===== src/rtl/uart_pkg.sv =====
// rtl/uart_pkg.sv - register map, state encoding and status bit indices for the UART
package uart_pkg;

  localparam logic [31:0] RXSTATE_ADDR = 32'h00;
  localparam logic [31:0] RXDATA_ADDR  = 32'h04;
  localparam logic [31:0] BAUD_ADDR    = 32'h08;
  localparam logic [31:0] TXSTATE_ADDR = 32'h10;
  localparam logic [31:0] TXDATA_ADDR  = 32'h18;

  typedef enum logic [1:0] {IDLE, START, DATA, STOP} uart_state_t;

  localparam int RX_VALID_BIT  = 0;
  localparam int OVERRUN_BIT   = 1;
  localparam int FRAME_ERR_BIT = 2;
  localparam int TX_BUSY_BIT   = 0;

  localparam logic [15:0] MIN_BAUD_DIV = 16'd2;

  function automatic logic [15:0] clamp_baud(input logic [15:0] div);
    return (div < MIN_BAUD_DIV) ? MIN_BAUD_DIV : div;
  endfunction

endpackage


===== src/rtl/bus_protocol_if.sv =====
// rtl/bus_protocol_if.sv - generic single-cycle register bus between protocol adapter and peripherals
interface bus_protocol_if #(
  parameter int ADDR_WIDTH = 32,
  parameter int DATA_WIDTH = 32
);
  logic                    wen;
  logic                    ren;
  logic [ADDR_WIDTH-1:0]   addr;
  logic [DATA_WIDTH-1:0]   wdata;
  logic [DATA_WIDTH/8-1:0] strobe;
  logic [DATA_WIDTH-1:0]   rdata;
  logic                    error;
  logic                    request_stall;

  modport peripheral_vital (
    input  wen, ren, addr, wdata, strobe,
    output rdata, error, request_stall
  );

  modport requester (
    output wen, ren, addr, wdata, strobe,
    input  rdata, error, request_stall
  );
endinterface


===== src/rtl/uart_baud_counter.sv =====
// rtl/uart_baud_counter.sv - loadable bit-period down-counter with end-of-bit and mid-bit ticks
module uart_baud_counter (
  input  logic        clk,
  input  logic        nReset,
  input  logic        load,
  input  logic [15:0] div,
  output logic        bit_tick,
  output logic        half_tick
);

  logic [15:0] div_q;
  logic [15:0] count_q;

  // The divisor is captured on load so a BAUD write never disturbs a frame in flight.
  always_ff @(posedge clk or negedge nReset) begin
    if (!nReset) begin
      div_q   <= 16'd2;
      count_q <= '0;
    end else if (load) begin
      div_q   <= div;
      count_q <= div - 16'd1;
    end else if (count_q == 16'd0) begin
      count_q <= div_q - 16'd1;
    end else begin
      count_q <= count_q - 16'd1;
    end
  end

  assign bit_tick  = !load && (count_q == 16'd0);
  assign half_tick = !load && (count_q == (div_q - (div_q >> 1)));

endmodule


===== src/rtl/ahb_uart.sv =====
// rtl/ahb_uart.sv - 8N1 UART with TX/RX holding registers; UART_FLOW_CONTROL_EN enables RTS/CTS
module ahb_uart
  import uart_pkg::*;
#(
  parameter logic [15:0] DEFAULT_BAUD_DIV = 16'd8
) (
  input  logic clk,
  input  logic nReset,
  input  logic rx,
  output logic tx,
  input  logic cts,
  output logic rts,
  bus_protocol_if.peripheral_vital bp
);

  logic [15:0] baud_q;
  logic [15:0] baud_wr;
  logic        rx_valid_q, overrun_q, frame_err_q;
  logic [7:0]  rx_data_q;
  logic        tx_busy_q;
  logic [7:0]  tx_hold_q;
  logic        cts_ok;

  logic [31:0] reg_addr;
  logic        sel_rxstate, sel_rxdata, sel_baud, sel_txstate, sel_txdata;
  logic        mapped, ro_hit, rd_rxdata, wr_baud, tx_accept;
  logic [31:0] rdata_c;
  logic        unused_bus;

  assign reg_addr    = {bp.addr[31:2], 2'b00};
  assign sel_rxstate = (reg_addr == RXSTATE_ADDR);
  assign sel_rxdata  = (reg_addr == RXDATA_ADDR);
  assign sel_baud    = (reg_addr == BAUD_ADDR);
  assign sel_txstate = (reg_addr == TXSTATE_ADDR);
  assign sel_txdata  = (reg_addr == TXDATA_ADDR);
  assign mapped      = sel_rxstate | sel_rxdata | sel_baud | sel_txstate | sel_txdata;
  assign ro_hit      = sel_rxstate | sel_rxdata | sel_txstate;
  assign rd_rxdata   = bp.ren & sel_rxdata;
  assign wr_baud     = bp.wen & sel_baud & (|bp.strobe[1:0]);
  assign tx_accept   = bp.wen & sel_txdata & bp.strobe[0] & ~tx_busy_q;
  assign unused_bus  = ^{bp.addr[1:0], bp.wdata[31:16], bp.strobe[3:2]};

  always_comb begin
    rdata_c = '0;
    if (bp.ren) begin
      if (sel_rxstate) begin
        rdata_c[RX_VALID_BIT]  = rx_valid_q;
        rdata_c[OVERRUN_BIT]   = overrun_q;
        rdata_c[FRAME_ERR_BIT] = frame_err_q;
      end else if (sel_rxdata) begin
        rdata_c[7:0] = rx_data_q;
      end else if (sel_baud) begin
        rdata_c[15:0] = baud_q;
      end else if (sel_txstate) begin
        rdata_c[TX_BUSY_BIT] = tx_busy_q;
      end
    end
  end

  assign bp.rdata         = rdata_c;
  assign bp.error         = (bp.ren & (~mapped | sel_txdata)) |
                            (bp.wen & (~mapped | ro_hit | (sel_txdata & tx_busy_q)));
  assign bp.request_stall = 1'b0;

  assign baud_wr = {bp.strobe[1] ? bp.wdata[15:8] : baud_q[15:8],
                    bp.strobe[0] ? bp.wdata[7:0]  : baud_q[7:0]};

  always_ff @(posedge clk or negedge nReset) begin
    if (!nReset) begin
      baud_q <= DEFAULT_BAUD_DIV;
    end else if (wr_baud) begin
      baud_q <= clamp_baud(baud_wr);
    end
  end

  // ---------------- transmit path ----------------
  uart_state_t tx_state_q, tx_state_d;
  logic [7:0]  tx_shift_q, tx_shift_d;
  logic [2:0]  tx_cnt_q, tx_cnt_d;
  logic        tx_q, tx_d, tx_done;
  logic        tx_bit_tick, unused_tx_half_tick;

  uart_baud_counter u_tx_baud (
    .clk       (clk),
    .nReset    (nReset),
    .load      (tx_state_q == IDLE),
    .div       (baud_q),
    .bit_tick  (tx_bit_tick),
    .half_tick (unused_tx_half_tick)
  );

  always_comb begin
    tx_state_d = tx_state_q;
    tx_shift_d = tx_shift_q;
    tx_cnt_d   = tx_cnt_q;
    tx_done    = 1'b0;
    tx_d       = 1'b1;
    case (tx_state_q)
      IDLE: if (tx_busy_q && cts_ok) begin
        tx_state_d = START;
        tx_shift_d = tx_hold_q;
        tx_cnt_d   = 3'd0;
      end
      START: if (tx_bit_tick) tx_state_d = DATA;
      DATA: if (tx_bit_tick) begin
        if (tx_cnt_q == 3'd7) begin
          tx_state_d = STOP;
        end else begin
          tx_cnt_d   = tx_cnt_q + 3'd1;
          tx_shift_d = {1'b0, tx_shift_q[7:1]};
        end
      end
      STOP: if (tx_bit_tick) begin
        tx_state_d = IDLE;
        tx_done    = 1'b1;
      end
      default: tx_state_d = IDLE;
    endcase
    // Line level is registered from the next state so tx moves on the same edge as the FSM.
    case (tx_state_d)
      START:   tx_d = 1'b0;
      DATA:    tx_d = tx_shift_d[0];
      default: tx_d = 1'b1;
    endcase
  end

  always_ff @(posedge clk or negedge nReset) begin
    if (!nReset) begin
      tx_state_q <= IDLE;
      tx_shift_q <= '0;
      tx_cnt_q   <= '0;
      tx_q       <= 1'b1;
      tx_busy_q  <= 1'b0;
      tx_hold_q  <= '0;
    end else begin
      tx_state_q <= tx_state_d;
      tx_shift_q <= tx_shift_d;
      tx_cnt_q   <= tx_cnt_d;
      tx_q       <= tx_d;
      if (tx_accept) begin
        tx_hold_q <= bp.wdata[7:0];
        tx_busy_q <= 1'b1;
      end else if (tx_done) begin
        tx_busy_q <= 1'b0;
      end
    end
  end

  assign tx = tx_q;

  // ---------------- receive path ----------------
  uart_state_t rx_state_q, rx_state_d;
  logic [7:0]  rx_shift_q, rx_shift_d;
  logic [2:0]  rx_cnt_q, rx_cnt_d;
  logic        rx_meta_q, rx_sync_q, rx_prev_q, rx_fall, rx_done;
  logic        rx_bit_tick, rx_half_tick;

  assign rx_fall = rx_prev_q & ~rx_sync_q;

  uart_baud_counter u_rx_baud (
    .clk       (clk),
    .nReset    (nReset),
    .load      (rx_state_q == IDLE),
    .div       (baud_q),
    .bit_tick  (rx_bit_tick),
    .half_tick (rx_half_tick)
  );

  always_comb begin
    rx_state_d = rx_state_q;
    rx_shift_d = rx_shift_q;
    rx_cnt_d   = rx_cnt_q;
    rx_done    = 1'b0;
    case (rx_state_q)
      IDLE: if (rx_fall) rx_state_d = START;
      START: begin
        if (rx_half_tick && rx_sync_q) begin
          rx_state_d = IDLE;
        end else if (rx_bit_tick) begin
          rx_state_d = DATA;
          rx_cnt_d   = 3'd0;
        end
      end
      DATA: begin
        if (rx_half_tick) rx_shift_d = {rx_sync_q, rx_shift_q[7:1]};
        if (rx_bit_tick) begin
          if (rx_cnt_q == 3'd7) rx_state_d = STOP;
          else                  rx_cnt_d   = rx_cnt_q + 3'd1;
        end
      end
      // Returning to IDLE at mid-stop leaves room to catch a back-to-back start bit.
      STOP: if (rx_half_tick) begin
        rx_state_d = IDLE;
        rx_done    = 1'b1;
      end
      default: rx_state_d = IDLE;
    endcase
  end

  always_ff @(posedge clk or negedge nReset) begin
    if (!nReset) begin
      rx_meta_q   <= 1'b1;
      rx_sync_q   <= 1'b1;
      rx_prev_q   <= 1'b1;
      rx_state_q  <= IDLE;
      rx_shift_q  <= '0;
      rx_cnt_q    <= '0;
      rx_data_q   <= '0;
      rx_valid_q  <= 1'b0;
      overrun_q   <= 1'b0;
      frame_err_q <= 1'b0;
    end else begin
      rx_meta_q  <= rx;
      rx_sync_q  <= rx_meta_q;
      rx_prev_q  <= rx_sync_q;
      rx_state_q <= rx_state_d;
      rx_shift_q <= rx_shift_d;
      rx_cnt_q   <= rx_cnt_d;
      // A completing byte outranks a same-cycle RXDATA read.
      if (rx_done) begin
        rx_data_q   <= rx_shift_q;
        rx_valid_q  <= 1'b1;
        overrun_q   <= rd_rxdata ? 1'b0 : (overrun_q | rx_valid_q);
        frame_err_q <= ~rx_sync_q | (frame_err_q & ~rd_rxdata);
      end else if (rd_rxdata) begin
        rx_valid_q  <= 1'b0;
        overrun_q   <= 1'b0;
        frame_err_q <= 1'b0;
      end
    end
  end

`ifdef UART_FLOW_CONTROL_EN
  assign cts_ok = cts;
  assign rts    = ~rx_valid_q;
`else
  logic unused_cts;
  assign unused_cts = cts;
  assign cts_ok     = 1'b1;
  assign rts        = 1'b1;
`endif

endmodule


===== src/flat_wrapper.sv =====
// flat-port wrapper written by rule: the top's interface ports become plain ports
module ahb_uart_flat import uart_pkg::*;
#(
  parameter logic [15:0] DEFAULT_BAUD_DIV = 16'd8
)
  (clk, nReset, rx, tx, cts, rts, bp_wen, bp_ren, bp_addr, bp_wdata, bp_strobe, bp_rdata, bp_error, bp_request_stall);
  bus_protocol_if #(.ADDR_WIDTH(32), .DATA_WIDTH(32)) bp_i ();
  input  logic clk;
  input  logic nReset;
  input  logic rx;
  output logic tx;
  input  logic cts;
  output logic rts;
  input wire logic [$bits(bp_i.wen)-1:0] bp_wen;
  input wire logic [$bits(bp_i.ren)-1:0] bp_ren;
  input wire logic [$bits(bp_i.addr)-1:0] bp_addr;
  input wire logic [$bits(bp_i.wdata)-1:0] bp_wdata;
  input wire logic [$bits(bp_i.strobe)-1:0] bp_strobe;
  output wire logic [$bits(bp_i.rdata)-1:0] bp_rdata;
  output wire logic [$bits(bp_i.error)-1:0] bp_error;
  output wire logic [$bits(bp_i.request_stall)-1:0] bp_request_stall;
  assign bp_i.wen = bp_wen;
  assign bp_i.ren = bp_ren;
  assign bp_i.addr = bp_addr;
  assign bp_i.wdata = bp_wdata;
  assign bp_i.strobe = bp_strobe;
  assign bp_rdata = bp_i.rdata;
  assign bp_error = bp_i.error;
  assign bp_request_stall = bp_i.request_stall;
  ahb_uart #(.DEFAULT_BAUD_DIV(DEFAULT_BAUD_DIV)) u_core (.clk(clk), .nReset(nReset), .rx(rx), .tx(tx), .cts(cts), .rts(rts), .bp(bp_i));
endmodule

===== config.mk =====
export PLATFORM = sky130hd
export DESIGN_NAME = ahb_uart_flat
export DESIGN_NICKNAME = d
export VERILOG_FILES = /design/src/rtl/uart_pkg.sv /design/src/rtl/bus_protocol_if.sv /design/src/rtl/uart_baud_counter.sv /design/src/rtl/ahb_uart.sv /design/src/flat_wrapper.sv
export SDC_FILE = /design/constraint.sdc
export NUM_CORES = 1
export LEC_CHECK = 0
export ABC_AREA = 1
export CAP_MARGIN = 40
export CORE_AREA = 2 2 131 133
export CTS_CLUSTER_SIZE = 40
export DETAILED_ROUTE_END_ITERATION = 8
export DIE_AREA = 0 0 133 135
export GPL_ROUTABILITY_DRIVEN = 0
export PLACE_DENSITY = 0.77
export SETUP_SLACK_MARGIN = 0.3
export SYNTH_ARGS = -nofsm -noshare
export SYNTH_HDL_FRONTEND = slang
export SYNTH_SLANG_ARGS = --single-unit

===== constraint.sdc =====
create_clock -name clk -period 2.25 [get_ports clk]
set_input_delay 0.3375 -clock clk [delete_from_list [all_inputs] [get_ports clk]]
set_output_delay 0.3375 -clock clk [all_outputs]
set_load 0.01 [all_outputs]

# Yosys cells after proc, flatten, opt, wreduce, memory -nomap -nowiden
# Index checks and enable logic that the tools add are counted.
# totals
regBits,130
elab_cells,156
inputBits,74
output_inout_bits,36
# classes
bitwise,26
magnitude_cmp,1
eq_ne,26
n_mux,53
n_reduce_logical,20
add_sub_neg,8
# ops
op,count
$mux W16,6
$sub A16 B1 Y16 const B,5
$eq A30 B3 Y1 const B,2
$mux W8,7
$logic_not A16 Y1,2
$logic_not A32 Y1,1
$eq A30 B1 Y1 const B,1
$eq A30 B2 Y1 const B,1
$mux W3,8
$mux W2,11
$eq A16 B16 Y1,1
$lt A16 B2 Y1 const B,1
$pmux W2 S4,2
$pmux W8 S2,1
$sub A16 B15 Y16,1
$mux W15,1
$ne A2 B1 Y1 const B,7
$mux W1,13
$mux W13,1
$pmux W3 S2,2
$and A1 B1 Y1,11
$or A1 B1 Y1,11
$eq A2 B2 Y1 const B,5
$reduce_and A5 Y1,2
14 further kinds,31

# Longest topological paths before layout
# Gate-level depths: netlist (run 1).
# depth
depth_word,10
depth_mapped,20
ltp_nobuf,20

# Cells and area by module
# Synthesis (run 1) repeated with hierarchy kept, for this count alone.
# hier_totals
hier_cells,1386
hier_area_um2,9721.8
# by_module_without_submodules
mod,cells_per_inst,n_inst,seq_area_each_um2,area_each_um2
ahb_uart,474,1,1657.8,3759.9
uart_baud_counter at u_core.u_tx_baud,451,1,802.0,3026.7
uart_baud_counter at u_core.u_rx_baud,461,1,802.0,2935.3

# Worst setup path after synthesis (run 1)
# OpenSTA, ideal clock, no wires.
# synth_path
path_type,register to register
start,register u_core.u_rx_baud.div_q[1]
end,register u_core.rx_shift_q[5]
slack_ps,-231
path_stages_with_launch,20
required_time_ps,2132
t_arrival_ps,2362
path_buffers,1
setup_time_ps,118
synth_period_minus_slack_ps,2481
path_cell_list,dfstp_2 inv_1 fa_1 inv_1 nand2_1 nand2_2 nand3_1 nand2_1 nand2_1 nand2_1 nand2_1 nand3_1 nand2_1 nor2_1 nand3_2 clkinv_2 nand2_4 buf_6 nand2_1 o21ai_2
# synth_between
elab_chain_cells,4
# synth_rtl
item,line_no,rtl
"start, declared",uart_baud_counter.sv:11,logic [15:0] div_q;
"start signal, assigned",uart_baud_counter.sv:20,div_q <= div;
$sub A16 B15 Y16,uart_baud_counter.sv:30,assign half_tick = !load && (count_q == (div_q - (div_q >> 1)));
$eq A16 B16 Y1,uart_baud_counter.sv:30,
$logic_and A1 B1 Y1,uart_baud_counter.sv:30,
$reduce_and A2 Y1 (no source line),n/a,
"end signal, assigned",ahb_uart.sv:217,rx_shift_q <= rx_shift_d;
"end, declared",ahb_uart.sv:153,"logic [7:0] rx_shift_q, rx_shift_d;"
# No other way between the ends.
# A chain may end at the register's enable or synchronous reset.

# Final worst setup path (run 1)
# layout_path
start,register u_core.u_rx_baud.div_q[1]
end,register u_core.rx_cnt_q[0]
# layout_between
elab_chain_cells,6
# layout_rtl
item,line_no,rtl
$sub A16 B15 Y16,uart_baud_counter.sv:30,
$eq A16 B16 Y1,uart_baud_counter.sv:30,
$logic_and A1 B1 Y1,uart_baud_counter.sv:30,
$logic_and A1 B1 Y1,ahb_uart.sv:177,if (rx_half_tick && rx_sync_q) begin
$ne A2 B2 Y1 (no source line),n/a,
$reduce_and A5 Y1 (no source line),n/a,
"end signal, assigned",ahb_uart.sv:218,rx_cnt_q <= rx_cnt_d;
"end, declared",ahb_uart.sv:154,"logic [2:0] rx_cnt_q, rx_cnt_d;"
# No other way between the ends.

==> metrics.txt, run 1 <==
Worst Tran Pin Value=0.748 ns; maximum vdd drop=0.472 mV; Final Hold Violating Endpoints=0; Clock Tree Root=clkbuf_16; nets@finish=1521; WP depth=15; combinational share of power=0.483; # clock sinks=130; Hold Path Depth=1; Post-Syn Area=8320 µm²; Placed Instances=1521; CP max stage cell=dfstp_2; Initial Utilization=0.507; die width=133 µm; Yosys top cell by area=dfrtp_1; crit-path cells=ha_4 > fa_2 > xor2_1 > nand3_1 > nor2_2 > nand3_2 > nor2_4 > nand3_2 > nor2_4 > nand4_1 > nand2_1 > nand2_2 > nand2_4 > nand2_1 > o21ai_1; Tightest Hold Check Type=in -> reg; Max H-tree Level=4; WP buf/inv=0; number of flops mapped to enable cells by yosys=0; via count=9895; CP required=2.58 ns; max incr delay on CP=0.57 ns; register bit total from synthesis=130; clock buffer count from CTS=17; clock buffer depth=2; HPWL Detailed=17100 µm; RSZ-0062 raised after global routing=yes; Finished Core Util=0.778; sequential area share after synthesis=0.392; crit path capture type=flop; Syn Inst Count=1135; switch share=0.404; Core ar.=16400 µm²; boundary pin count=110; vias in the first global route=8769; Reg2Reg Depth=15; fin. max-slew vios=0; setup violators final=51; Synth Warn #=0; non-filler cells, final=1653; Buffers on Ports=70; critical path class=reg -> reg; Seq pwr share=0.255; final WL=35100 µm; top post-synthesis cells by count=292 x nand2_1, 161 x inv_1, 123 x dfrtp_1; Final ANT Viol Nets=0; pre-CTS WS=-0.714 ns; # DRC=1; clk_skew=0.0112 ns; async set-reset flop share out of synthesis=1.00; first-pass GRT wire length=42200 µm; min Tclk post-route=2.87 ns; dominant synthesized flop cell=dfrtp_1; DR iter-0 viols=1035; Area Growth Syn to Fin=53.4%; FP Rows=47; drt first pass iters=9; height of the die=135 µm; Setup crit start kind=flop; syn avg cell area=7.33 µm²; LEAKAGE=6.36 nW; clock latency on the worst-skew pair=0.44 ns; Peak Freq=348 MHz; number of fill cells in the layout=887; CP Max Fanout=6; clock share of power=0.263; distinct cell type count after synthesis=55; die area=18000 µm²; antenna violations before repair=0; # Max-Cap Violations=0; Slew HR=0.501; outcome=finished, violations left; Worst EP arrival=3.20 ns; Synth area leaders=dfrtp_1 37%, nand2_1 13%, inv_1 7.3%; Yosys top cell area share=0.370; crit share post-route=1.28; violated checks=design-rule violations, negative setup slack; Sw Pwr=4.26 mW; largest delay contributor family on the critical path=simple AND/OR/NAND/NOR gates; Worst-path clk slew=0.07 ns; final setup margin=-0.623 ns; Vias per Instance=5.99; GR Overflow Total=0; top-count cell post-synth=nand2_1; largest net degree at the start of global routing=45; wire length per cell=21.2 µm; Ant. Diodes=0; Pint=6.30 mW; Power Density=827 nW/µm²; layout cells sized above 1=0.398; TritonCTS clock tree=built; GRT Util Overall=0.295
-- routing by layer --
metal / share of wire / track usage / routed length (µm)
met5: 0 / 0 / 0
met4: 0.097 / 0.155 / 3390
met3: 0.11 / 0.0492 / 3780
met2: 0.47 / 0.518 / 16400
met1: 0.33 / 0.348 / 11500
-- power by group through the flow --
stage / logic [mW] / registers (mW) / clock network (mW)
3_5_place_dp: 4.25 / 2.73 / 0
4_1_cts: 4.61 / 2.68 / 2.69
2_1_floorplan: 2.74 / 2.72 / 0
6_report: 5.10 / 2.69 / 2.77
5_1_grt: 5.66 / 2.71 / 2.85
3_3_place_gp: 4.13 / 2.72 / 0
-- final cells by class --
cell class                      instances  area [µm²]  area share
Sequential cell                       130        3270       0.256
Inverter                              168         652      0.0511
Multi-Input combinational cell        809        5450       0.427
Tap cell                              220         275      0.0216
Timing Repair Buffer                  294        2550       0.200
Clock inverter                         15         146      0.0115
Clock buffer                           17         425      0.0333
-- final timing paths --
path                            slack, ns                        end                       from
worst max-delay path                -0.62         u_core.rx_cnt_q[0]  u_core.u_rx_baud.div_q[1]
worst min-delay path                 0.30           u_core.rx_meta_q                         rx
worst max register to register      -0.62         u_core.rx_cnt_q[0]  u_core.u_rx_baud.div_q[1]
worst min register to register       0.37           u_core.rx_sync_q           u_core.rx_meta_q
max in group asynchronous            1.00  u_core.u_rx_baud.div_q[1]                     nReset
min in group asynchronous            0.49        u_core.tx_hold_q[3]                     nReset
-- worst reg2reg max path, stage by stage, from the launching register on --
cell	delay, ns
dfstp_2	0.57
ha_4	0.15
fa_2	0.42
xor2_1	0.16
nand3_1	0.10
nor2_2	0.14
nand3_2	0.11
nor2_4	0.13
nand3_2	0.09
nor2_4	0.19
nand4_1	0.17
nand2_1	0.11
nand2_2	0.07
nand2_4	0.10
nand2_1	0.09
o21ai_1	0.16
-- per-stage QoR --
step	setup TNS (ns)	power [mW]	hold slack (ns)	area, µm²
finish	-16.90	10.6	0.304	12800
floorplan	-2.23	5.46	0.0419	8580
CTS	-10.30	9.98	0.304	11700
detailed placement	-29.32	6.98	0.340	10200
global route	-21.47	11.2	0.319	12800
global placement	-26.88	6.85	0.340	10200
-- cell usage in the layout (no fill, tap or decap), drive strengths merged, types with 8 or more instances in the layout --
cell           instances
nand3                 46
ha                    26
nor4                   9
buf                  251
or2                   10
nor3                  19
nand3b                 9
dlygate4sd2           12
a21oi                 39
xor2                  23
o21ai                142
nor2                 103
conb                  18
inv                  174
xnor2                  8
nand2                301
nand4                 17
clkbuf                20
a22oi                  8
dfrtp                123
clkdlybuf4s50         22
-- registers in the layout, summed over array words and instances, names as in the netlist, 2 cells and up, named ones only --
register,cells
u_core.u_rx_baud.div_q,16
u_core.tx_shift_q,8
u_core.rx_cnt_q,3
u_core.baud_q,16
u_core.tx_cnt_q,3
u_core.u_tx_baud.div_q,16
u_core.rx_shift_q,8
u_core.u_rx_baud.count_q,16
u_core.tx_state_q,2
u_core.u_tx_baud.count_q,16
u_core.tx_hold_q,8
u_core.rx_data_q,8
-- cell families after synthesis --
| family | synth area share |
|---|---|
| and+or+nand+nor | 0.271 |
| buffers and inverters | 0.109 |
| AOI/OAI and AO/OA | 0.144 |
| DFF | 0.392 |
| xor gates and xnor gates | 0.0326 |
| adders and majority gates | 0.0415 |
| muxes | 0.00812 |
| other | 0.000903 |
-- repair_timing --
item | in CTS | in global routing
gates resized for setup | 291 | 233
buffers inserted | 58 | 37
endpoints found under the setup margin | 96 | 102
hold buffers | 1 | 0
pin swaps | 78 | 90
hold endpoints to repair | 33 | 0
cloned | 1 | 3
No activity file was read; power rests on OpenSTA's default activity.
==> run 2, diff against run 1 <==
CORE_AREA = 2 2 151 116   (was 2 2 131 133)
DIE_AREA = 0 0 153 118   (was 0 0 133 135)
==> run 2 against run 1 <==
- the run ends with negative setup slack left
- final cell count decreased by 0.54%
- hold slack worse by 0.0019 ns
- die area rose by 0.55%
- non-clock buffer count fell by 5
- global-route usage is 1.0 points higher
- sequential share of layout area is 0.097 points higher
- sequential power about the same
- critical endpoint is now u_core.rx_state_q[0]
- wire length fell by 10%
- first-iteration DRC count fell by 9.0%
- register-to-register slack improved by 0.09 ns
- worst setup slack better by 0.092 ns
==> metrics.txt, run 2 (synthesis results as in run 1) <==
outcome=finished, violations left; violated checks=negative setup slack; fin. max-slew vios=0; die width=153 µm; Tightest Hold Check Type=in -> reg; Placed Instances=1516; antenna violations before repair=0; die area=18100 µm²; Clock Tree Root=clkbuf_16; GRT Util Overall=0.305; wire length per cell=19.2 µm; CP Max Fanout=3; # Max-Cap Violations=0; nets@finish=1517; crit path launch=u_core.u_rx_baud.div_q[0]; Slew HR=0.590; vias in the first global route=8852; Final ANT Viol Nets=0; GR Overflow Total=0; Peak Freq=360 MHz; layout cells sized above 1=0.398; DR iter-0 viols=942; clock buffer count from CTS=17; Buffers on Ports=70; Final Hold Violating Endpoints=0; final WL=31500 µm; non-filler cells, final=1644; clock buffer depth=2; setup violators final=38; final setup margin=-0.531 ns; FP Rows=41; # DRC=0; CP required=2.58 ns; boundary pin count=110; TritonCTS clock tree=built; largest net degree at the start of global routing=48; reg2reg start=u_core.u_rx_baud.div_q[0]; LEAKAGE=6.23 nW; crit path capture type=flop; RSZ-0062 raised after global routing=yes; Initial Utilization=0.502; Max H-tree Level=4; clk_skew=0.00904 ns; via count=9436; first-pass GRT wire length=44000 µm; Power Density=856 nW/µm²; Worst Tran Pin Value=0.615 ns; Vias per Instance=5.74; Ant. Diodes=0; hold path startpoint=rx; most common cell after layout, fill and taps aside=nand2_1; # clock sinks=130; Area Growth Syn to Fin=53.0%; Setup crit start kind=flop; min Tclk post-route=2.78 ns; Worst EP arrival=3.11 ns; maximum vdd drop=0.615 mV; number of fill cells in the layout=982; most frequent cells in the layout=249 x nand2_1, 159 x buf_4, 123 x inv_1; crit share post-route=1.24; HPWL Detailed=17800 µm; Worst-path clk slew=0.06 ns; Hold Slack=0.302 ns; clock latency on the worst-skew pair=0.44 ns; drt first pass iters=6; Core ar.=16600 µm²; height of the die=118 µm; critical path class=reg -> reg
[run 2: final timing paths]
kind / depth (start not counted) / endpoint / slack, ns
hold / removal: 1 / u_core.rx_meta_q / 0.30
setup / recovery: 15 / u_core.rx_state_q[0] / -0.53
min in group asynchronous: 2 / u_core.u_tx_baud.div_q[4] / 0.45
hold reg to reg: 0 / u_core.rx_sync_q / 0.36
setup reg to reg: 15 / u_core.rx_state_q[0] / -0.53
max in group asynchronous: 3 / u_core.u_rx_baud.div_q[1] / 1.03
[run 2: worst max-delay path: stages (launching register included)]
cell and delay (ns):
dfrtp_1 0.36, inv_2 0.06, ha_4 0.16, fa_2 0.57, xor2_1 0.15, nand3_1 0.10, nor2_1 0.13, nand3_1 0.12
nor2_2 0.16, nand3_2 0.10, nor2_4 0.15, nand3_2 0.16, a21oi_2 0.22, nand2_1 0.11, nand2_1 0.06, o21ai_1 0.05
[run 2: per-stage QoR]
stage / total power [mW] / utilization / TNS, ns / worst slack, ns / cell area (µm²)
finish: 10.9 / 0.768 / -12.81 / -0.531 / 12700
detailed placement: 6.98 / 0.617 / -27.85 / -0.703 / 10200
CTS: 10.1 / 0.710 / -10.44 / -0.449 / 11800
floorplan: 5.46 / - / -2.23 / -0.142 / 8580
global route: 11.5 / 0.768 / -17.75 / -0.646 / 12700
global placement: 6.85 / 0.617 / -26.91 / -0.721 / 10200
[run 2: cell type report]
| type | count | area (µm²) | area share |
|---|---|---|---|
| sequential | 130 | 3270 | 0.257 |
| tap | 215 | 269 | 0.0211 |
| clock buffer | 19 | 453 | 0.0356 |
| multi-input combinational | 808 | 5410 | 0.425 |
| timing repair buffer | 289 | 2520 | 0.198 |
| inverter | 168 | 649 | 0.0510 |
| timing repair inverter | 2 | 12.5 | 0.000983 |
| clock inverter | 13 | 150 | 0.0118 |
[run 2: layer usage]
layer,part of all wire,vias up,routed length (µm),global-route usage
met1,0.37,4518,11600,0.389
li1,-,4193,-,-
met2,0.48,557,15200,0.496
met5,0,-,0,0
met4,0.051,0,1600,0.122
met3,0.096,168,3030,0.0828
[run 2: what timing repair did]
| item | 4_1_cts | 5_1_grt |
|---|---|---|
| resized for setup | 308 | 205 |
| hold buffers | 1 | 0 |
| gates cloned | 3 | 2 |
| endpoints found under the hold margin | 38 | 0 |
| pin swaps | 76 | 104 |
| setup buffers | 55 | 35 |
| endpoints found under the setup margin | 101 | 95 |
[run 2: power breakdown]
| group | internal, mW | switching (mW) | total (mW) |
|---|---|---|---|
| Clock | 1.71 | 1.18 | 2.89 |
| Combinational | 2.21 | 3.12 | 5.33 |
| Sequential | 2.55 | 0.131 | 2.68 |
| Total | 6.47 | 4.44 | 10.9 |
==> variant 1, RTL diff (settings of run 2) <==
Remove the register `tx_q`: a continuous assignment takes its place, so the output `tx` follows one clock earlier.
--- a/src/rtl/ahb_uart.sv
+++ b/src/rtl/ahb_uart.sv
@@ -130,5 +130,4 @@
       tx_shift_q <= '0;
       tx_cnt_q   <= '0;
-      tx_q       <= 1'b1;
       tx_busy_q  <= 1'b0;
       tx_hold_q  <= '0;
@@ -137,5 +136,4 @@
       tx_shift_q <= tx_shift_d;
       tx_cnt_q   <= tx_cnt_d;
-      tx_q       <= tx_d;
       if (tx_accept) begin
         tx_hold_q <= bp.wdata[7:0];
@@ -146,4 +144,6 @@
     end
   end
+
+  assign tx_q = tx_d;
 
   assign tx = tx_q;
Behaviour: not the same (Yosys sat finds a counterexample within 4 cycles, from zero or initial values and one cycle with nReset low).
==> variant 1 against run 2 <==
The run ends with hold timing, setup timing left; sequential share of layout area grew 0.44 points; synthesized area shrank 0.32%; sequential power is essentially flat; wire length shrank 8.3%; final cell count shrank 1.0%; cell area shrank 2.7%; worst setup slack gained 0.021 ns; total power shrank 5.0%; non-clock buffer count shrank 14; combinational power shrank 6.6%; sequential cell count shrank 1; via count shrank 4.5%; first-iteration DRC count grew 8.9%; critical path type unchanged.
==> variant 1: results (changes against run 2) <==
| Metric | Value |
|---|---|
| Status | finished with violations |
| Failing checks | hold timing, setup timing |
| Largest net degree at the start of global routing | 130 (+170%) |
| Final worst slack | -0.510 ns (+0.0205 ns) |
| Die X | 153 µm (unchanged) |
| Clk tree area frac | 4.65% (-0.082 points) |
| Worst-Margin Slew | 0.751 ns (+0.137 ns) |
| GRT Total Usage | 29.3% (-1.2 points) |
| Reg2Reg Depth | 14 (-1) |
| Vias in the first global route | 8586 (-3.0%) |
| Skew final | 0.0102 ns (+0.00116 ns) |
| Ys Warns | 0 (unchanged) |
| DRC violations left | 0 (unchanged) |
| Fillers | 1088 (+11%) |
| CLK BUF | 21 (+2) |
| Max FO, Critical Path | 15 (+12) |
| Non-clk invs | 168 (-1.2%) |
| Xor/xnor share of the synthesized area | 3.27% (+0.010 points) |
| Reg-to-reg endpoint | u_core.rx_shift_q[2] |
| Hold WS | -0.0266 ns (-0.329 ns) |
| Netlist cell types | 55 (unchanged) |
| Clk buf depth | 2 (unchanged) |
| FFs w/ async S/R, synth | 100% (unchanged) |
| Worst VDD drop | 0.498 mV (-19%) |
| Slowest stage cell, crit path | dfstp_2 |
| Synth Area in Adders | 4.16% (+0.013 points) |
| Setup WS pre-CTS | -0.814 ns (-0.111 ns) |
| Crit path DAT | 3.08 ns (-0.03 ns) |
| Finish-stage setup viols | 46 (+21%) |
| Cell family with most CP delay | simple AND/OR/NAND/NOR gates |
| Hpwl dp | 17.3 mm (-3.0%) |
| Complex-gate fraction of the synthesized area | 14.5% (+0.046 points) |
| Critical Path Source | u_core.u_rx_baud.div_q[1] |
| Area after DPL | 0.0103 mm² (+0.28%) |
| Layout net count | 1500 (-1.1%) |
| Synthesized flop and latch total | 129 (-0.77%) |
| DR WL/cell | 17.8 µm (-7.4%) |
| Multi-input combinational area share | 42.6% (+0.12 points) |
| Initial DRC Count | 1026 (+8.9%) |
| Post-synthesis sequential area ratio | 39.0% (-0.19 points) |
| Drt pass-1 iters | 7 (+1) |
| Nonclk buf count | 275 (-4.8%) |
| Buffering overhead | 19.2% (-0.54 points) |
| Worst hold-check path type | input port to async pin |
| Vias | 9016 (-4.5%) |
| # diodes | 0 (unchanged) |
| First-pass GRT wire length | 42.5 mm (-3.4%) |
| Leak pwr | 6.12 nW (-1.7%) |
| Sequential portion of the cell area | 26.1% (+0.44 points) |
| Comb_multi_in | 808 (unchanged) |
| Synth area leaders | dfrtp_1 (37%), nand2_1 (13%), inv_1 (7.3%) |
| Mux cell area share after synthesis | 0.815% (+0.0026 points) |
| Hold Vio Cnt, Final | 20 (+20) |
| Share of cells above drive strength 1 | 36.8% (-3.1 points) |
variant 1: changes by cell type in the layout (fill, tap and decap cells not counted), moves of 6 or more:
cell,delta
nor2_1,+6
nand2_1,+6
inv_1,+11
buf_6,-11
dlygate4sd2_1,+7
nand2_2,-6
nor2_4,-7
inv_2,-9
variant 1: timing repair:
| item | 4_1_cts | 5_1_grt |
|---|---|---|
| buffers inserted | 41 | 30 |
| pin swaps | 77 | 86 |
| endpoints found under the setup margin | 88 | 76 |
| resized for setup | 284 | 166 |
| hold buffers | 0 | 0 |
| gates cloned | 3 | 1 |
variant 1: metal layers:
layer  up-vias  global-route usage, %  wire length [µm]
met1      4198                   38.4             11200
li1       4155                      -                 -
met3       145                   6.66              2660
met4         0                   11.0              1360
met5         -                      0                 0
met2       518                   47.6             13700
variant 1: cells by family (layout without fill, tap and decap cells):
logic type      count (synthesis)  after routing
xor+xnor                       31             31
buf+inv                       214            475
simple gates                  514            515
compound gates                212            212
flops                         129            129
fa+ha+maj                      27             27
mux                             5              5
other cells                     2             18
variant 1: power by group:
group / total, mW / switching, mW / internal, mW
clock network: 2.70 / 1.09 / 1.61
registers: 2.67 / 0.136 / 2.54
logic: 4.98 / 2.84 / 2.14
variant 1: metrics by stage:
stage / std cells / utilization (%) / setup TNS (ns) / power [mW]
after floorplan: 1150 / - / -2.23 / 5.44
after global placement: 1520 / 61.9 / -25.31 / 6.83
after detailed placement: 1520 / 61.9 / -30.01 / 6.94
after CTS: 1596 / 69.9 / -10.59 / 9.84
after global routing: 1627 / 74.8 / -20.06 / 11.0
final: 1627 / 74.8 / -12.85 / 10.4
==> variant 2, RTL diff (settings of run 2) <==
Made on the original files. Build with the macro `UART_FLOW_CONTROL_EN` defined.
--- a/src/rtl/ahb_uart.sv
+++ b/src/rtl/ahb_uart.sv
@@ -1,3 +1,5 @@
 // rtl/ahb_uart.sv - 8N1 UART with TX/RX holding registers; UART_FLOW_CONTROL_EN enables RTS/CTS
+`define UART_FLOW_CONTROL_EN
+
 module ahb_uart
   import uart_pkg::*;
Check against the original RTL: not equivalent (Yosys sat finds a counterexample within 4 cycles, from zero or initial values and one cycle with nReset low).
==> variant 2 against run 2 <==
The run still ends with setup timing left; wire length rose by 31%; sequential cell count unchanged; cell area increased by 5.3%; total power is 6.3% higher; worst setup slack got worse by 0.23 ns; synthesized area increased by 3.8%; combinational power increased by 15%; via count rose by 18%; highest routed layer is now met5.
==> variant 2: results (changes against run 2) <==
| Metric | Value |
|---|---|
| Worst hold-check path type | input port to flip-flop |
| Largest net degree at the start of global routing | 48 (unchanged) |
| Drt pass-1 iters | 7 (+1) |
| Hpwl dp | 18.7 mm (+5.3%) |
| Clock Latency Late Sink | 0.46 ns (+0.02 ns) |
| CTS Buf Count | 17 (unchanged) |
| Vias in the first global route | 9675 (+9.3%) |
| Slowest stage cell, crit path | dfstp_2 |
| Worst VDD drop | 0.702 mV (+14%) |
| Finish-stage setup viols | 77 (+100%) |
| Vias | 11100 (+18%) |
| Reg2Reg Depth | 16 (+1) |
| Max FO, Critical Path | 5 (+2) |
| Main flop type after synthesis | dfrtp_1 |
| Post-synthesis sequential area ratio | 37.8% (-1.4 points) |
| Crit path DAT | 3.34 ns (+0.23 ns) |
| Share of cells above drive strength 1 | 39.7% (-0.14 points) |
| Clk buf depth | 2 (unchanged) |
| Synth cell count leaders | nand2_1 (307), inv_1 (182), o21ai_0 (124), dfrtp_1 (123), nor2_1 (104) |
| Final worst slack | -0.761 ns (-0.230 ns) |
| Reg2Reg Setup Slack | -0.76 ns (-0.23 ns) |
| Skew final | 0.0155 ns (+0.00642 ns) |
| Hold Path Stages | 1 (unchanged) |
| Root Buffer | clkbuf_16 |
| Leak pwr | 6.55 nW (+5.2%) |
| Post-Route WL | 41.2 mm (+31%) |
| Synth area leaders | dfrtp_1 (36%), nand2_1 (13%), inv_1 (7.9%) |
| Worst setup EP type | flip-flop |
| # diodes | 0 (unchanged) |
| Ys Warns | 0 (unchanged) |
| Clk slew on worst S/H paths | 0.06 ns (about the same) |
| Status | finished with violations |
| First-pass GRT wire length | 48.3 mm (+9.8%) |
| CTS H-Tree Depth | 4 (unchanged) |
| Initial DRC Count | 1572 (+67%) |
| Failing checks | setup timing |
| CP max stage delay | 0.59 ns (+0.02 ns) |
| Final setup TNS | -24.03 ns (-11.22 ns) |
| Slew HR | 60.6% (+1.6 points) |
| Netlist cell types | 52 (-5.5%) |
| Initial antenna violation count | 2 (+2) |
| Critical Path Source | u_core.u_rx_baud.div_q[1] |
| FFs w/ async S/R, synth | 100% (unchanged) |
| Switching part of the total | 43.7% (+3.0 points) |
| I/O Buffers | 72 (+2.9%) |
| Layout net count | 1618 (+6.7%) |
| GRT Total Usage | 33.5% (+2.9 points) |
| Final max-slew violation count | 0 (unchanged) |
==> variant 2: cell type report <==
type	count	area (µm²)
Fill cell	881	3170
Timing Repair Buffer	319	2820
Clock inverter	13	114
Sequential cell	130	3270
Tap cell	215	269
Multi-Input combinational cell	859	5730
Clock buffer	19	443
Inverter	190	758
==> variant 2: power by group through the flow <==
stage / registers, mW / logic, mW / clock network (mW)
2_1_floorplan: 2.70 / 3.19 / 0
3_3_place_gp: 2.71 / 4.76 / 0
3_5_place_dp: 2.71 / 4.87 / 0
4_1_cts: 2.68 / 5.12 / 2.64
5_1_grt: 2.73 / 6.56 / 2.80
6_report: 2.72 / 6.13 / 2.74
==> variant 2: logic make-up (layout without fill, tap and decap cells) <==
family,after synthesis,in the layout,synth area share [%]
AND/OR/NAND/NOR,566,567,29.4
buffers and inverters,236,541,11.3
AO/OA/AOI/OAI,210,210,13.5
flip-flops,130,130,37.8
XOR/XNOR,33,33,3.35
adder cells (fa/ha/maj),27,27,4.00
multiplexers,5,5,0.652
other,1,17,0.0434
==> variant 2: worst min-delay path by stage <==
stage,endpoint,from
global route,u_core.rx_meta_q,rx
finish,u_core.rx_meta_q,rx
CTS,u_core.rx_meta_q,rx
floorplan,async pin,nReset
detailed placement,u_core.tx_shift_q[7],nReset
global placement,u_core.tx_shift_q[5],nReset
==> variant 2: per-layer routing <==
layer	global-route usage, %	up-vias	wire [µm]	part of all wire [%]
met3	8.47	433	5270	13
met5	0	-	21	0.051
met4	15.3	4	4310	10
met2	53.6	1071	18100	44
li1	-	4462	-	-
met1	42.7	5133	13500	33
==> variant 2: repair_timing <==
action / in CTS / in global routing
pin swaps: 83 / 93
gates resized for setup: 334 / 232
buffers inserted: 54 / 53
setup endpoints to repair: 97 / 96
gates cloned: 2 / 2
endpoints found under the hold margin: 26 / 0
hold buffers: 1 / 0
==> variant 2: through the flow <==
stage | total power [mW] | setup slack, ns | instance area (µm²) | hold slack (ns) | std cells
finish | 11.6 | -0.761 | 13400 | 0.295 | 1745
floorplan | 5.89 | -0.222 | 8860 | 0.0419 | 1224
global route | 12.1 | -0.901 | 13400 | 0.317 | 1745
global placement | 7.47 | -0.768 | 10600 | 0.293 | 1601
CTS | 10.4 | -0.538 | 12200 | 0.299 | 1690
detailed placement | 7.58 | -0.862 | 10600 | 0.296 | 1601
==> variant 2: worst max-delay path, delay by kind of cell, from the launching register on <==
family          cells  cell delay [ns]
compound gates      1             0.27
flops               1             0.59
simple gates       12             1.41
buf+inv             2             0.17
fa+ha+maj           1             0.43
